`config.mk`:
```
export PLATFORM = sky130hd
export DESIGN_NAME = pp_buf_ctrl
export DESIGN_NICKNAME = d
export VERILOG_FILES = /design/src/rtl/pp_buf_ctrl.sv
export SDC_FILE = /design/constraint.sdc
export NUM_CORES = 2
export LEC_CHECK = 0
export ABC_CLOCK_PERIOD_IN_PS = 4600
export CAP_MARGIN = 10
export CORE_MARGIN = 10
export CORE_UTILIZATION = 55
export DETAILED_ROUTE_END_ITERATION = 7
export PLACE_DENSITY = 0.66
export SLEW_MARGIN = 10
export SYNTH_ARGS = -nofsm -noshare
export SYNTH_HDL_FRONTEND = slang
export SYNTH_SLANG_ARGS = --single-unit
```
`constraint.sdc`:
```
create_clock -name clk -period 4.6 [get_ports clk]
set_clock_uncertainty 0.15 [all_clocks]
set_input_delay 0.69 -clock clk [delete_from_list [all_inputs] [get_ports clk]]
set_output_delay 0.69 -clock clk [all_outputs]
set_load 0.02 [all_outputs]
```
`src/rtl/pp_buf_ctrl.sv`:
```
// pp_buf_ctrl -- ping-pong line buffer controller.
//
// Incoming pixels fill two 2^AW x 8 banks alternately. Once a bank is full
// the read FSM emits a one-cycle start pulse, then streams the bank out at
// one byte per cycle on that bank's data/valid pair. A pixel that arrives
// while the bank it would go into is still full is dropped, and the sticky
// overflow flag is raised.
//
// Ports:
//   clk, rst_n           clock, asynchronous active-low reset
//   din_valid, din[7:0]  input pixel stream
//   start                one-cycle pulse ahead of each block readout
//   ram0_valid_out/_data_out[7:0]  bank 0 readout
//   ram1_valid_out/_data_out[7:0]  bank 1 readout
//   overflow             sticky: an input pixel was dropped
module pp_buf_ctrl #(
  parameter int AW = 8
) (
  input  logic       clk,
  input  logic       rst_n,
  input  logic       din_valid,
  input  logic [7:0] din,
  output logic       start,
  output logic       ram0_valid_out,
  output logic [7:0] ram0_data_out,
  output logic       ram1_valid_out,
  output logic [7:0] ram1_data_out,
  output logic       overflow
);

  localparam int DEPTH = 1 << AW;

  typedef enum logic [1:0] {
    IDLE  = 2'd0,
    START = 2'd1,
    READ  = 2'd2
  } rd_state_t;

  // Bank storage (not reset)
  logic [7:0]    r_mem0 [0:DEPTH-1];
  logic [7:0]    r_mem1 [0:DEPTH-1];

  // Write side
  logic          r_wr_sel;
  logic [AW-1:0] r_wr_addr;
  logic [1:0]    r_full;
  logic          r_overflow;

  // Read side
  rd_state_t     r_state;
  logic          r_rd_sel;
  logic [AW-1:0] r_rd_addr;
  logic          r_start;
  logic          r_valid0;
  logic          r_valid1;
  logic [7:0]    r_data0;
  logic [7:0]    r_data1;

  logic          w_wr_acc;
  logic          w_wr_drop;
  logic          w_wr_last;
  logic          w_rd_last;
  logic [1:0]    w_full_set;
  logic [1:0]    w_full_clr;

  always_comb begin
    w_wr_acc   = din_valid & ~r_full[r_wr_sel];
    w_wr_drop  = din_valid &  r_full[r_wr_sel];
    w_wr_last  = w_wr_acc & (r_wr_addr == '1);
    w_rd_last  = (r_state == READ) && (r_rd_addr == '1);
    w_full_set = '0;
    w_full_clr = '0;
    if (w_wr_last) w_full_set[r_wr_sel] = 1'b1;
    if (w_rd_last) w_full_clr[r_rd_sel] = 1'b1;
  end

  // Memory write port
  always_ff @(posedge clk) begin
    if (w_wr_acc) begin
      if (r_wr_sel) r_mem1[r_wr_addr] <= din;
      else          r_mem0[r_wr_addr] <= din;
    end
  end

  // Write pointer, full flags, overflow.
  // Set and clear can land on the same edge only for different banks, so
  // both are applied independently.
  always_ff @(posedge clk or negedge rst_n) begin
    if (!rst_n) begin
      r_wr_sel   <= 1'b0;
      r_wr_addr  <= '0;
      r_full     <= '0;
      r_overflow <= 1'b0;
    end else begin
      r_full <= (r_full & ~w_full_clr) | w_full_set;
      if (w_wr_acc) begin
        r_wr_addr <= r_wr_addr + AW'(1);
        if (w_wr_last) r_wr_sel <= ~r_wr_sel;
      end
      if (w_wr_drop) r_overflow <= 1'b1;
    end
  end

  // Read FSM with registered start/valid/data.
  // Read issued in cycle t is registered onto the selected bank's output in
  // cycle t+1; the last read returns while the FSM is already back in IDLE,
  // which guarantees a start pulse never overlaps a valid.
  always_ff @(posedge clk or negedge rst_n) begin
    if (!rst_n) begin
      r_state   <= IDLE;
      r_rd_sel  <= 1'b0;
      r_rd_addr <= '0;
      r_start   <= 1'b0;
      r_valid0  <= 1'b0;
      r_valid1  <= 1'b0;
      r_data0   <= '0;
      r_data1   <= '0;
    end else begin
      r_start  <= 1'b0;
      r_valid0 <= 1'b0;
      r_valid1 <= 1'b0;
      case (r_state)
        IDLE: begin
          if (r_full[r_rd_sel]) begin
            r_state <= START;
            r_start <= 1'b1;
          end
        end
        START: begin
          r_state   <= READ;
          r_rd_addr <= '0;
        end
        READ: begin
          if (r_rd_sel) begin
            r_data1  <= r_mem1[r_rd_addr];
            r_valid1 <= 1'b1;
          end else begin
            r_data0  <= r_mem0[r_rd_addr];
            r_valid0 <= 1'b1;
          end
          r_rd_addr <= r_rd_addr + AW'(1);
          if (w_rd_last) begin
            r_rd_sel <= ~r_rd_sel;
            r_state  <= IDLE;
          end
        end
        default: r_state <= IDLE;
      endcase
    end
  end

  assign start          = r_start;
  assign ram0_valid_out = r_valid0;
  assign ram0_data_out  = r_data0;
  assign ram1_valid_out = r_valid1;
  assign ram1_data_out  = r_data1;
  assign overflow       = r_overflow;

endmodule
```
==> impl_metrics.py <==
metrics = {
    "run_status": {
        "status": "completed",
    },
    "placed_design": {
        "dp_hpwl_mm": 268,
        "place_area_um2": 169000,
        "place_ws_ns": -0.0914,
        "placed_cells": 11800,
        "port_buffers": 30,
        "gp_congestion": 0.873,
    },
    "power": {
        "pwr-share-seq_pct": 55.2,
        "p_sw_share_pct": 19.4,
        "clockPowerShare_pct": 43.9,
        "leakage_nw": 61.4,
        "ir_worst_vdd_v": 0.000345,
        "power.density_nw_per_um2": 412,
        "switchingPower_mw": 14.5,
        "p_int_mw": 60.5,
        "p_comb_share_pct": 1.0,
    },
    "sta": {
        "grt_setup_unrepaired": "no",
        "final_max_slew_viol_count": 0,
        "final-setup-viol-count": 0,
        "post-route-period-util_pct": 98.7,
        "hold_slack_ns": 0.0633,
        "fmax_mhz": 220,
        "hold_violations": 0,
        "setup_tns_ns": 0,
        "worst_slew_pin_slew_ns": 1.26,
        "setup_slack_ns": 0.0589,
        "slew_headroom_pct": 15.1,
        "period_needed_ns": 4.54,
    },
    "die": {
        "die_x_um": 562,
        "coreArea_um2": 292000,
        "start_util_pct": 55.4,
        "die_y_um": 562,
        "fp-row-count": 198,
        "io-pin-count": 31,
        "dieArea_um2": 316000,
    },
    "synthesis": {
        "synth_commonest_cells": "edfxtp_1, mux4_2, nor2_1, mux2i_1, clkbuf_1",
        "synth-seq-area-share_pct": 76.9,
        "syn_avg_cell_area_um2": 20.7,
        "ys_top_cells_by_area": "edfxtp_1, mux4_2, mux2i_1",
        "syn_nets": 7834,
        "yosysTopAreaCell": "edfxtp_1",
        "synthFlopType": "edfxtp_1",
        "synthCells": 7814,
        "yosys.area.top_type_share_pct": 76.2,
        "yosysMostFrequentCell": "edfxtp_1",
        "yosys.cell_types.count": 70,
        "netlist_area_um2": 161000,
        "synth-edff-count": 4096,
        "yosysWarnings": 0,
        "ys_ff_latch": 4138,
        "synthArstFlopShare_pct": 1.01,
    },
    "setup_path": {
        "crit_type": "reg2reg",
        "critPathLaunchType": "flop",
        "worstPathRequired_ns": 5.26,
        "cp_max_fo": 28,
        "arrival_ns": 5.20,
        "cp-end-kind": "flop",
    },
    "global_routing": {
        "grt_max_degree": 128,
        "grt_overflow": 0,
        "grt_pass1_wl_mm": 627,
        "grt_pass1_vias": 82600,
        "antenna_found_initial": 15,
        "grt_usage_pct": 27.5,
    },
    "layout": {
        "final_nets": 8360,
        "finalNonFillerCells": 12600,
        "fill_cells": 19700,
        "final_cell_area_um2": 182000,
        "area_growth_pct": 13.0,
        "drive_gt1_share_pct": 24.1,
    },
    "routing": {
        "post_drt_wl_per_cell_um": 35.1,
        "drt-initial-drc-count": 12200,
        "totalWireLength_mm": 441,
        "dr.pass1.iters": 6,
        "drt-vias-per-instance": 6.70,
        "final_antenna_net_count": 0,
        "drc": 0,
        "vias": 84300,
    },
    "cts": {
        "h-tree-depth": 5,
        "cts_sinks": 4138,
        "cts_inserted_buffers": 403,
        "cts_max_path_buffers": 4,
        "clkLatencyLatePin_ns": 0.93,
        "cts_tree": "done",
        "clk_root_buffer_cell": "clkbuf_16",
        "cts_setup_buffers": 0,
        "cts.clk_slew.worst_paths_ns": 0.06,
    },
    "worst_hold_path": {
        "min_path_type": "in2reg",
    },
    "flow_run": {
        "max-cap-violations": 0,
    },
}
path summary, 6_finish.rpt:
| path | from | endpoint | slack, ns | cells past startpoint |
|---|---|---|---|---|
| setup / recovery | r_rd_addr[0]$_DFFE_PN0P_ | ram1_data_out[7]$_DFFE_PN0P_ | 0.06 | 11 |
| hold / removal | din[6] | r_mem0[246][6]$_DFFE_PP_ | 0.06 | 1 |
| setup reg to reg | r_rd_addr[0]$_DFFE_PN0P_ | ram1_data_out[7]$_DFFE_PN0P_ | 0.06 | 11 |
| hold reg to reg | r_wr_addr[5]$_DFFE_PN0N_ | r_wr_addr[5]$_DFFE_PN0N_ | 0.39 | 1 |
| max in group asynchronous | rst_n | r_rd_addr[4]$_DFFE_PN0P_ | 3.32 | 3 |
| min in group asynchronous | rst_n | ram0_data_out[7]$_DFFE_PN0P_ | 0.32 | 3 |
critical path: stages, from the launching register on:
cell and delay, ns:
dfrtp_4 1.04, buf_12 0.30, buf_12 0.29, buf_4 0.28
buf_4 0.23, mux2i_1 0.10, o221ai_1 0.37, a31oi_1 0.16
o21a_1 0.24, a2111oi_1 0.95, a21oi_1 0.08, o32ai_1 0.18
metrics by stage:
| step | utilization, % | power, mW |
|---|---|---|
| finish | 62.6 | 75.1 |
| global route | 62.6 | 76.9 |
| CTS | 62.6 | 75.3 |
| detailed placement | 58.1 | 42.9 |
| global placement | 58.1 | 42.9 |
| floorplan | - | 42.2 |
sequential cells by signal (all words and copies together) (netlist names), 2 cells and up:
signal / flops
r_mem0: 2048
r_mem1: 2048
r_rd_addr: 8
r_wr_addr: 8
ram0_data_out: 8
ram1_data_out: 8
r_full: 2
r_state: 2
cell families after synthesis:
group           synth area share, %
simple gates                   2.63
buf+inv                        1.77
compound gates                 3.23
flops                          76.9
mux                            15.4
fa+ha+maj                    0.0698
xor+xnor                     0.0434
cell usage in the layout, fill, tap and decap left out, types with 16 or more instances in the layout:
master           instances
bufinv_16               47
dfrtp_1                 35
edfxtp_1              4096
nor2_1                 615
clkinv_1                88
nand3_1                 51
a211oi_1                32
o22ai_1                141
clkbuf_16              409
buf_12                  81
nand2_1                165
buf_4                  496
mux2i_1                515
nand3_2                 16
a21oi_1                132
a31oi_1                 25
and2_1                  22
clkinv_2                72
o21ai_0                 88
clkdlybuf4s50_1         21
mux4_2                 868
nor3_1                  51
o221ai_1               190
nand4_1                 17
clkbuf_1                69
power by group through the flow:
stage               sequential [mW]  clock [mW]  combinational (mW)
floorplan                      42.2           0             0.00116
global placement               42.2           0               0.678
detailed placement             42.2           0               0.724
CTS                            41.4        33.2               0.719
global route                   41.4        34.7               0.765
finish                         41.4        32.9               0.719
final cells by class:
class / instances / area [um^2] / area share (%)
clock buffers: 489 / 10600 / 5.83
diodes: 12 / 30.0 / 0.0165
repair buffers: 609 / 5710 / 3.13
clock inverters: 237 / 2390 / 1.31
flip-flops and latches: 4138 / 124000 / 68.0
multi-input cells: 3173 / 34600 / 19.0
inverters: 15 / 73.8 / 0.0405
well taps: 3900 / 4880 / 2.67
layer usage:
metal,vias to the layer above,share of wire [%],GRT usage (%)
li1,33600,-,-
met1,44500,39,40.0
met2,5313,46,41.3
met3,850,11,6.56
met4,4,3.9,9.58
met5,-,0.0079,0
repair_timing:
action,in CTS,in global routing
endpoints found under the setup margin,1,0
endpoints found under the hold margin,42,0
gates resized for setup,1,0
hold buffers,1,0
No activity file was read; power rests on OpenSTA's default activity.
